File: src/rtl/timekeeper_core.sv
// timekeeper_core: binary + BCD time-of-day counter advanced by a 1 Hz clock, 12h or 24h.
// Latency: every output is registered, so a load or count appears on the edge that samples it.
// Backpressure: none; priority is reset > load > run > hold. Optional alarm when TIMEKEEPER_ALARM_EN is defined.
module timekeeper_core #(
  parameter int HOUR_MODE = 12
) (
  input  logic        oneSecClk,
  input  logic        reset,
  input  logic        run,
  input  logic        load,
  input  logic [4:0]  load_hour,
  input  logic [5:0]  load_min,
  input  logic [5:0]  load_sec,
  input  logic        load_pm,
`ifdef TIMEKEEPER_ALARM_EN
  input  logic [4:0]  alarm_hour,
  input  logic [5:0]  alarm_min,
  input  logic        alarm_pm,
  input  logic        alarm_ack,
  output logic        alarm,
`endif
  output logic [4:0]  hour,
  output logic [5:0]  min,
  output logic [5:0]  sec,
  output logic        pm,
  output logic [23:0] bcd,
  output logic        min_tick,
  output logic        hour_tick,
  output logic        day_tick,
  output logic        load_err
);

  // Any HOUR_MODE other than 12 counts as 24-hour mode.
  localparam logic       IS_12H   = (HOUR_MODE == 12);
  localparam logic [4:0] HOUR_RST = IS_12H ? 5'd12 : 5'd0;

  logic [4:0]  hour_q, hour_d;
  logic [5:0]  min_q, min_d;
  logic [5:0]  sec_q, sec_d;
  logic        pm_q, pm_d;
  logic [23:0] bcd_q, bcd_d;
  logic        min_tick_q, min_tick_d;
  logic        hour_tick_q, hour_tick_d;
  logic        day_tick_q, day_tick_d;
  logic        load_err_q, load_err_d;
  logic        hour_ok, load_ok;

  // Binary 0..59 to two BCD digits, using a compare chain instead of a divider.
  function automatic logic [7:0] to_bcd(input logic [5:0] v);
    logic [3:0] tens;
    logic [3:0] ones;
    if (v >= 6'd50) begin
      tens = 4'd5;
      ones = 4'(v - 6'd50);
    end else if (v >= 6'd40) begin
      tens = 4'd4;
      ones = 4'(v - 6'd40);
    end else if (v >= 6'd30) begin
      tens = 4'd3;
      ones = 4'(v - 6'd30);
    end else if (v >= 6'd20) begin
      tens = 4'd2;
      ones = 4'(v - 6'd20);
    end else if (v >= 6'd10) begin
      tens = 4'd1;
      ones = 4'(v - 6'd10);
    end else begin
      tens = 4'd0;
      ones = v[3:0];
    end
    return {tens, ones};
  endfunction

  // Range-check the load fields; the hour range depends on the counting mode.
  always_comb begin
    hour_ok = IS_12H ? ((load_hour >= 5'd1) && (load_hour <= 5'd12))
                     : (load_hour <= 5'd23);
    load_ok = hour_ok && (load_min <= 6'd59) && (load_sec <= 6'd59);
  end

  // Next-state: load wins over run; counting ripples sec -> min -> hour with tick pulses.
  always_comb begin
    hour_d      = hour_q;
    min_d       = min_q;
    sec_d       = sec_q;
    pm_d        = pm_q;
    min_tick_d  = 1'b0;
    hour_tick_d = 1'b0;
    day_tick_d  = 1'b0;
    load_err_d  = 1'b0;
    if (load) begin
      if (load_ok) begin
        hour_d = load_hour;
        min_d  = load_min;
        sec_d  = load_sec;
        pm_d   = load_pm;
      end else begin
        load_err_d = 1'b1;
      end
    end else if (run) begin
      if (sec_q == 6'd59) begin
        sec_d      = 6'd0;
        min_tick_d = 1'b1;
        if (min_q == 6'd59) begin
          min_d       = 6'd0;
          hour_tick_d = 1'b1;
          if (IS_12H) begin
            if (hour_q == 5'd12) begin
              // 12 -> 1 keeps the AM/PM half.
              hour_d = 5'd1;
            end else begin
              hour_d = hour_q + 5'd1;
              if (hour_q == 5'd11) begin
                // 11 -> 12 crosses noon or midnight; only PM -> AM ends the day.
                pm_d       = ~pm_q;
                day_tick_d = pm_q;
              end
            end
          end else begin
            if (hour_q == 5'd23) begin
              hour_d     = 5'd0;
              day_tick_d = 1'b1;
            end else begin
              hour_d = hour_q + 5'd1;
            end
          end
        end else begin
          min_d = min_q + 6'd1;
        end
      end else begin
        sec_d = sec_q + 6'd1;
      end
    end
    // In 24h mode pm is purely a function of the hour, whatever load_pm said.
    if (!IS_12H) begin
      pm_d = (hour_d >= 5'd12);
    end
  end

  // BCD is derived from the next binary time so both update on the same edge.
  always_comb begin
    bcd_d = {to_bcd({1'b0, hour_d}), to_bcd(min_d), to_bcd(sec_d)};
  end

  // Time and pulse registers with synchronous active-low reset.
  always_ff @(posedge oneSecClk) begin
    if (!reset) begin
      hour_q      <= HOUR_RST;
      min_q       <= 6'd0;
      sec_q       <= 6'd0;
      pm_q        <= 1'b0;
      bcd_q       <= {to_bcd({1'b0, HOUR_RST}), 16'h0000};
      min_tick_q  <= 1'b0;
      hour_tick_q <= 1'b0;
      day_tick_q  <= 1'b0;
      load_err_q  <= 1'b0;
    end else begin
      hour_q      <= hour_d;
      min_q       <= min_d;
      sec_q       <= sec_d;
      pm_q        <= pm_d;
      bcd_q       <= bcd_d;
      min_tick_q  <= min_tick_d;
      hour_tick_q <= hour_tick_d;
      day_tick_q  <= day_tick_d;
      load_err_q  <= load_err_d;
    end
  end

  assign hour      = hour_q;
  assign min       = min_q;
  assign sec       = sec_q;
  assign pm        = pm_q;
  assign bcd       = bcd_q;
  assign min_tick  = min_tick_q;
  assign hour_tick = hour_tick_q;
  assign day_tick  = day_tick_q;
  assign load_err  = load_err_q;

`ifdef TIMEKEEPER_ALARM_EN
  logic alarm_q, alarm_d;
  logic alarm_ok, alarm_hit;

  // Alarm fires only on a counting edge landing exactly on hh:mm:00 of a legal alarm time.
  always_comb begin
    alarm_ok  = (IS_12H ? ((alarm_hour >= 5'd1) && (alarm_hour <= 5'd12))
                        : (alarm_hour <= 5'd23)) && (alarm_min <= 6'd59);
    alarm_hit = !load && run && alarm_ok &&
                (hour_d == alarm_hour) && (min_d == alarm_min) && (sec_d == 6'd0) &&
                (!IS_12H || (pm_d == alarm_pm));
    alarm_d   = alarm_hit ? 1'b1 : (alarm_ack ? 1'b0 : alarm_q);
  end

  // Sticky alarm flag; a new hit beats a simultaneous acknowledge.
  always_ff @(posedge oneSecClk) begin
    if (!reset) begin
      alarm_q <= 1'b0;
    end else begin
      alarm_q <= alarm_d;
    end
  end

  assign alarm = alarm_q;
`endif

endmodule
File: config.mk
export PLATFORM = sky130hd
export DESIGN_NAME = timekeeper_core
export DESIGN_NICKNAME = d
export VERILOG_FILES = /design/src/rtl/timekeeper_core.sv
export SDC_FILE = /design/constraint.sdc
export NUM_CORES = 1
export LEC_CHECK = 0
export CORE_MARGIN = 10
export CORE_UTILIZATION = 40
export CTS_BUF_LIST = sky130_fd_sc_hd__clkbuf_8
export DETAILED_ROUTE_END_ITERATION = 7
export DONT_BUFFER_PORTS = 1
export GPL_TIMING_DRIVEN = 0
export HOLD_SLACK_MARGIN = 0.03
export SLEW_MARGIN = 10
export SYNTH_ARGS = -nofsm -noshare
export SYNTH_HDL_FRONTEND = slang
export SYNTH_SLANG_ARGS = --single-unit
File: constraint.sdc
create_clock -name oneSecClk -period 4.6 [get_ports oneSecClk]
set_input_delay 0.69 -clock oneSecClk [delete_from_list [all_inputs] [get_ports oneSecClk]]
set_output_delay 0.69 -clock oneSecClk [all_outputs]
set_load 0.02 [all_outputs]
## After elaboration in Yosys (flattened, before gate mapping)

Cells that the tools add are included.

- Register bits after elaboration: 46
- Bits of input ports: 22
- Output and inout bits: 46

- $add $sub $neg: 18
- Order comparisons: 19
- Eq/ne operators: 6
- Mux-type cells: 55
- Bitwise logic cells: 6
- Reductions and logical operators: 19

Operators by type and width:

| kind | count |
|---|---|
| $mux W4 | 15 |
| $mux W6 | 9 |
| $sub A4 B4 Y4 const B | 9 |
| $mux W5 | 6 |
| $ge A6 B5 Y1 const B | 4 |
| $ge A6 B6 Y1 const B | 4 |
| $mux W3 | 6 |
| $reduce_or A5 Y1 | 3 |
| $mux W1 | 13 |
| $add A6 B1 Y6 const B | 2 |
| $eq A6 B6 Y1 const B | 2 |
| $ge A5 B6 Y1 const B | 2 |
| $ge A6 B4 Y1 const B | 2 |
| $le A6 B6 Y1 const B | 2 |
| $mux W2 | 6 |
| $reduce_or A3 Y1 | 4 |
| $sub A4 B2 Y4 const B | 3 |
| $sub A4 B3 Y4 const B | 3 |
| $eq A5 B4 Y1 const B | 2 |
| $ge A5 B5 Y1 const B | 2 |
| $reduce_bool A2 Y1 | 4 |
| $reduce_or A7 Y1 | 1 |
| $not A1 Y1 | 6 |
| $reduce_and A6 Y1 | 1 |
| 10 further kinds | 12 |

## Longest topological paths before layout

Gate-level depths: netlist (run 1).

- Depth after elaboration: 12
- Depth in mapped cells: 13

## Least setup slack after synthesis (run 1)

OpenSTA, ideal clock, no wires.

- Path kind: input to register
- Start: in load
- End: reg bcd_q[9], in the netlist bcd[9]
- Arrival: 3.482 ns
- Slack: 1.039 ns
- Stages on the path: 13
- Cells stage by stage: buf_2 buf_2 buf_1 buf_1 o211ai_1 o221ai_1 inv_1 ha_1 nor4b_1 o311ai_1 o21ai_0 mux2_2 o211ai_1

- Word-level cells in the longest chain between the ends: 7
- Elaborated cells between the ends (all ways): 16
- Those cells by class: add/sub: 5; order compare: 5; mux: 6

Ends and longest elaborated chain:

| element | RTL line | source |
|---|---|---|
| start, declared | 10 | `input logic load,` |
| $mux W6 (*) | 91 | `if (load) begin` |
| net min_d[3] | 38 | `logic [5:0] min_q, min_d;` |
| $ge A6 B4 Y1 | 64 | `end else if (v >= 6'd10) begin` |
| $mux W4 | 64 |  |
| $mux W4 | 61 | `end else if (v >= 6'd20) begin` |
| $mux W4 | 58 | `end else if (v >= 6'd30) begin` |
| $mux W4 | 55 | `end else if (v >= 6'd40) begin` |
| $mux W4 (*) | 52 | `if (v >= 6'd50) begin` |
| end signal, assigned | 152 | `bcd_q <= {to_bcd({1'b0, HOUR_RST}), 16'h0000};` |
| end, declared | 41 | `logic [23:0] bcd_q, bcd_d;` |

Mark *: on every way through the listed nets, which the timed path passes. The rest lies on a longest branch.
A chain may end at the register's enable or synchronous reset.

## Worst setup path in the final report (run 1)

Ends and elaborated chain as after synthesis.

==> impl_metrics.py, run 1 <==
metrics = {
    "status": {
        "status": "complete, no violations",
    },
    "power": {
        "ir_drop_v": 0.000134,
        "cellLeakagePower_uw": 0.00131,
        "pwr_density_cell_nw_per_um2": 283,
    },
    "final_layout": {
        "fin_nets": 439,
        "final_cells": 499,
        "drive_gt1_frac": 0.126,
        "fin_util": 0.438,
        "antenna_cells": 0,
        "fill_cells": 808,
        "multi_input_area_um2": 2140,
        "areaGrowthSynthToFinish_pct": 7.47,
        "seq_area_um2": 781,
    },
    "logic_synthesis": {
        "ys_seq_area_frac": 0.249,
        "syn-cell-area_um2": 3130,
        "syn_inst": 386,
        "ys.flop_type": "dfxtp_1",
        "synth_warnings": 0,
        "synth_edf_count": 0,
        "synthArstFlopShare": 0,
        "syn_avg_cell_area_um2": 8.12,
        "synth.distinct_cells": 88,
        "ys_ff_latch": 39,
    },
    "timing": {
        "period_share": 0.893,
        "timing.setup.tns_ps": 0,
        "fin_crit_ps": 4110,
        "skew_ps": 8.62,
        "finalHoldViolCount": 0,
        "hold_slack_ps": 523,
        "slew_headroom": 0.395,
        "drv_slew": 0,
        "setup_viol": 0,
        "rsz0062_at_grt": "no",
        "max_freq_mhz": 243,
        "tightestPinTransition_ps": 884,
    },
    "placed_design": {
        "hpwlAfterDp_mm": 7.69,
        "dp_cells": 491,
        "gp_congestion": 0.954,
        "port-buffer-count": 0,
    },
    "setup_path": {
        "slowest_stage": "buf_1",
        "crit_path_end_kind": "register",
        "cpPeakStageDelay_ps": 430,
        "r2r_cells": 12,
        "cp.arrival_ps": 4330,
        "worstSetupStartpointType": "input pin",
        "r2r_slack_ps": 540,
        "path_cells": "buf_2 > buf_2 > buf_1 > buf_1 > o211ai_1 > o221ai_1 > inv_1 > ha_1 > nor4b_1 > o311ai_1 > o21ai_0 > mux2_2 > o211ai_1",
        "crit_path_max_fanout": 10,
        "r2r-end": "bcd[9]$_SDFF_PN0_",
        "cp_num_buf_inv": 5,
        "crit_family": "buffers and inverters",
        "r2r_start": "sec[0]$_SDFF_PN0_",
        "path_class": "in2reg",
        "crit_required_ps": 4820,
        "crit_start": "load",
    },
    "routing": {
        "wl_mm": 10.2,
        "first_pass_iters": 4,
        "drc": 0,
        "routedWlPerCell_um": 20.4,
        "routed_via_density": 6.23,
        "postRouteAntennaNets": 0,
        "drt-initial-drc-count": 174,
        "vias": 3109,
    },
    "hold_path": {
        "hold_end": "bcd[18]$_SDFF_PN0_",
        "hold_class": "in2reg",
        "worstHoldStart": "reset",
        "hold_depth": 1,
    },
    "floorplanning": {
        "die_x_um": 109,
        "die_h_um": 109,
        "dieArea_um2": 11800,
        "core_um2": 7690,
        "num_io_pins": 68,
        "start_util": 0.408,
        "num_rows": 32,
    },
    "flow_run": {
        "cap_violations": 0,
    },
    "grt": {
        "grt_pass1_wl_mm": 15.8,
        "gr-usage-all-layers": 0.166,
        "grt_max_degree": 13,
        "antenna_found_initial": 0,
        "overflow": 0,
        "grt_pass1_vias": 2956,
    },
    "cts": {
        "path_clk_slew_ps": 80,
        "clk_latency_ps": 290,
        "post_cts.repair.setup_buffers": 0,
        "holdBufCountCts": 0,
        "cts_sinks": 39,
        "clockBufferDepth": 2,
        "tritoncts": "built",
        "cts_max_level": 2,
        "post_cts_resized": 0,
        "numCtsBuffers": 5,
        "clockRootBuffer": "clkbuf_8",
    },
}
[area by class of cell]
class                           instances  share of cell area
Sequential cell                        39               0.232
Multi-Input combinational cell        301               0.636
Tap cell                              102              0.0379
Buffer                                 23              0.0368
Clock inverter                          2             0.00371
Clock buffer                            6              0.0245
Inverter                               26              0.0297
[worst max-delay path by stage]
stage / end / slack [ps] / depth (start not counted)
2_1_floorplan: bcd[9]$_SDFF_PN0_ / 1040 / 13
3_3_place_gp: bcd[9]$_SDFF_PN0_ / 260 / 13
3_5_place_dp: bcd[9]$_SDFF_PN0_ / 190 / 13
4_1_cts: bcd[9]$_SDFF_PN0_ / 500 / 13
5_1_grt: bcd[9]$_SDFF_PN0_ / 170 / 13
6_report: bcd[9]$_SDFF_PN0_ / 490 / 13
[power by group]
group	internal, µW	switching (µW)
Combinational	104	171
Sequential	366	60.5
Clock	121	131
Total	592	363
[flip-flops by register name, indices dropped and copies added, names as in the netlist, 5 cells and up]
| name | flops |
|---|---|
| sec | 6 |
| hour | 5 |
| min | 6 |
| bcd | 17 |
[metrics by stage]
stage / instance area (µm²) / total power [µW] / worst slack (ps)
finish: 3370 / 954 / 492
global placement: 3270 / 703 / 255
detailed placement: 3270 / 707 / 194
CTS: 3370 / 959 / 497
floorplan: 3150 / 640 / 1040
global route: 3370 / 1010 / 174
[cell families (layout without fill, tap and decap cells)]
logic type | Yosys count | after routing | synth area share
AOI/OAI and AO/OA | 124 | 124 | 0.327
xor gates and xnor gates | 4 | 4 | 0.0112
adders and majority gates | 21 | 21 | 0.0838
buffers and inverters | 49 | 57 | 0.0715
DFF | 39 | 39 | 0.249
muxes | 7 | 7 | 0.0228
other | 1 | 4 | 0.00120
and+or+nand+nor | 141 | 141 | 0.234
[per-layer routing]
metal	GRT usage	wire length, µm
met1	0.200	4260
met2	0.278	4750
met3	0.0523	1020
met5	0	0
met4	0.0443	125
[cells in the mapped netlist (5+ instances only)]
cell type	number	area, µm²
nand2_1	31	116
and3_1	5	31.3
ha_1	21	263
a31oi_1	6	37.5
nand3_1	14	70.1
mux2i_1	6	60.1
nand4_1	7	43.8
dfxtp_1	39	781
nor2_1	33	124
a211oi_1	7	52.6
buf_4	9	67.6
and2_1	7	43.8
clkbuf_1	9	33.8
inv_1	22	82.6
a21oi_1	12	60.1
o211ai_1	13	97.6
nor3_1	14	70.1
o21ai_0	13	65.1
[layout by cell type, fill, tap and decap left out, types with 3 or more instances in the layout]
master and count:
clkbuf_1 9, a211oi_1 7, nand4_1 7, a221o_1 3, o21ai_0 13, nor3_1 14
o221ai_1 4, conb_1 4, nand2_1 31, o22ai_1 3, and3_1 5, clkbuf_8 6
inv_2 3, inv_1 23, a21boi_0 3, a22oi_1 3, nand3_1 14, nor4_1 4
xnor2_1 4, buf_4 9, ha_1 21, nor4b_1 3, a21oi_1 12, o2111a_1 3
dfxtp_1 39, o211ai_1 13, mux2i_1 6, a41oi_1 4, buf_2 3, or3_1 4
a31oi_1 6, and2_1 7, nor2_1 33
[worst reg2reg max path, delay by kind of cell, from the launching register on]
| kind | cells | cell delay (ps) |
|---|---|---|
| flip-flops | 1 | 570 |
| adder cells (fa/ha/maj) | 2 | 580 |
| AND/OR/NAND/NOR | 3 | 930 |
| AO/OA/AOI/OAI | 5 | 1390 |
| buffers and inverters | 1 | 140 |
| multiplexers | 1 | 380 |
No activity file was read; power rests on OpenSTA's default activity.
==> run 2, diff against run 1 <==
CTS_CLUSTER_DIAMETER = 60   (was unset)
==> results of run 2 <==
Final layout, timing and power as in run 1 (identical DEF).
==> run 3, diff against run 2 <==
SETUP_SLACK_MARGIN = 0.4   (was unset)
==> impl_metrics.py, run 3 (synthesis gave the netlist of run 1 again) <==
metrics = {
    "floorplanning": {
        "dieArea_um2": 11800,
        "num_rows": 32,
        "die_x_um": 109,
        "start_util": 0.408,
        "die_h_um": 109,
        "num_io_pins": 68,
        "core_um2": 7690,
    },
    "cts": {
        "tritoncts": "built",
        "path_clk_slew_ps": 90,
        "post_cts.repair.setup_buffers": 0,
        "clockRootBuffer": "clkbuf_8",
        "clk_latency_ps": 290,
        "holdBufCountCts": 0,
        "cts_max_level": 2,
        "numCtsBuffers": 5,
        "cts_sinks": 39,
        "clockBufferDepth": 2,
    },
    "routing": {
        "wl_met3_mm": 1.13,
        "postRouteAntennaNets": 0,
        "routed_via_density": 6.31,
        "routedWlPerCell_um": 20.3,
        "drt-initial-drc-count": 225,
        "vias": 3147,
        "wl_mm": 10.1,
        "drc": 0,
        "first_pass_iters": 4,
        "met2WireLength_mm": 4.67,
        "wl_met1_mm": 4.19,
        "top_layer": "met4",
    },
    "placed_design": {
        "dp_cells": 491,
        "post_dp_cell_area_um2": 3270,
        "port-buffer-count": 0,
        "hpwlAfterDp_mm": 7.69,
        "gp_congestion": 0.954,
    },
    "timing": {
        "setup_viol": 0,
        "tightestPinTransition_ps": 863,
        "period_share": 0.859,
        "skew_ps": 6.70,
        "finalHoldViolCount": 0,
        "drv_slew": 0,
        "rsz0062_at_grt": "no",
        "slew_headroom": 0.410,
        "max_freq_mhz": 253,
        "timing.setup.tns_ps": 0,
        "hold_slack_ps": 527,
        "fin_crit_ps": 3950,
    },
    "final_layout": {
        "largest_register_ffs": 17,
        "fin_nets": 439,
        "antenna_cells": 0,
        "fin_area_um2": 3390,
        "drive_gt1_frac": 0.134,
        "mostFrequentLayoutCell": "dfxtp_1",
        "final_cell_mix": "dfxtp_1, nor2_1, nand2_1",
        "areaGrowthSynthToFinish_pct": 8.14,
        "final_cells": 499,
    },
    "power": {
        "pwr_density_cell_nw_per_um2": 283,
        "cellLeakagePower_uw": 0.00132,
        "ir_drop_v": 0.000135,
    },
    "setup_path": {
        "slowest_stage": "dfxtp_1",
        "cp_common_cell": "ha_1",
        "worstSetupStartpointType": "register",
        "cp.arrival_ps": 4130,
        "crit_path_max_fanout": 9,
        "cpPeakStageDelay_ps": 660,
        "path_class": "reg2reg",
        "crit_required_ps": 4780,
        "crit_start": "min[0]$_SDFF_PN0_",
        "path_cells": "ha_1 > nand4_1 > or4_1 > clkbuf_1 > o22ai_2 > mux2i_1 > inv_1 > ha_1 > a21boi_0 > o21ai_1 > and2_1 > or3_1",
        "crit_path_end_kind": "register",
        "r2r_start": "min[0]$_SDFF_PN0_",
    },
    "grt": {
        "antenna_found_initial": 0,
        "grt_max_degree": 13,
        "grt_pass1_wl_mm": 15.8,
        "grt_pass1_vias": 2956,
        "overflow": 0,
        "gr-usage-all-layers": 0.166,
    },
    "status": {
        "status": "complete, no violations",
    },
    "flow_run": {
        "cap_violations": 0,
    },
    "hold_path": {
        "hold_class": "in2reg",
        "worstHoldStart": "reset",
    },
}
[run 3: changes by cell type in the layout (fill, tap and decap cells not counted), sizes merged]
cell	change
buf	-1
clkbuf	+1
[run 3: per-layer routing]
layer  up-vias  global-route usage
met5         -                   0
met4         0              0.0443
met3        11              0.0523
met2       138               0.278
met1      1506               0.200
li1       1492                   -
[run 3: worst paths after layout]
kind	to	slack, ps	cells past startpoint
min	bcd[18]$_SDFF_PN0_	530	1
min reg2reg	day_tick$_SDFF_PP0_	620	1
max reg2reg	bcd[20]$_SDFF_PP1_	650	12
max	bcd[20]$_SDFF_PP1_	650	12
[run 3: per-stage QoR]
stage          worst slack [ps]  total power, µW   util
2_1_floorplan              1040              640      -
3_3_place_gp                255              703  0.426
3_5_place_dp                194              707  0.426
4_1_cts                     497              959  0.438
5_1_grt                     424             1010  0.441
6_report                    647              959  0.441
[run 3: what timing repair did]
action,in CTS,in global routing
gates resized for setup,0,4
hold endpoints to repair,0,0
endpoints found under the setup margin,0,3
[run 3: critical path, delay by kind of cell (launching register included)]
kind	cells	cell delay (ps)
AND/OR/NAND/NOR	4	1210
multiplexers	1	470
buffers and inverters	2	360
flip-flops	1	660
adder cells (fa/ha/maj)	2	510
AO/OA/AOI/OAI	3	620
[run 3: area by class of cell]
cell class / instances / area (µm²)
inverters: 26 / 100
flip-flops and latches: 39 / 781
clock buffers: 6 / 82.6
multi-input cells: 301 / 2160
well taps: 102 / 128
clock inverters: 2 / 12.5
plain buffers: 23 / 125
fillers: 805 / 4300
[run 3: report_power, final]
part	switching [µW]	internal [µW]
Sequential	60.5	366
Clock	133	121
Combinational	173	106
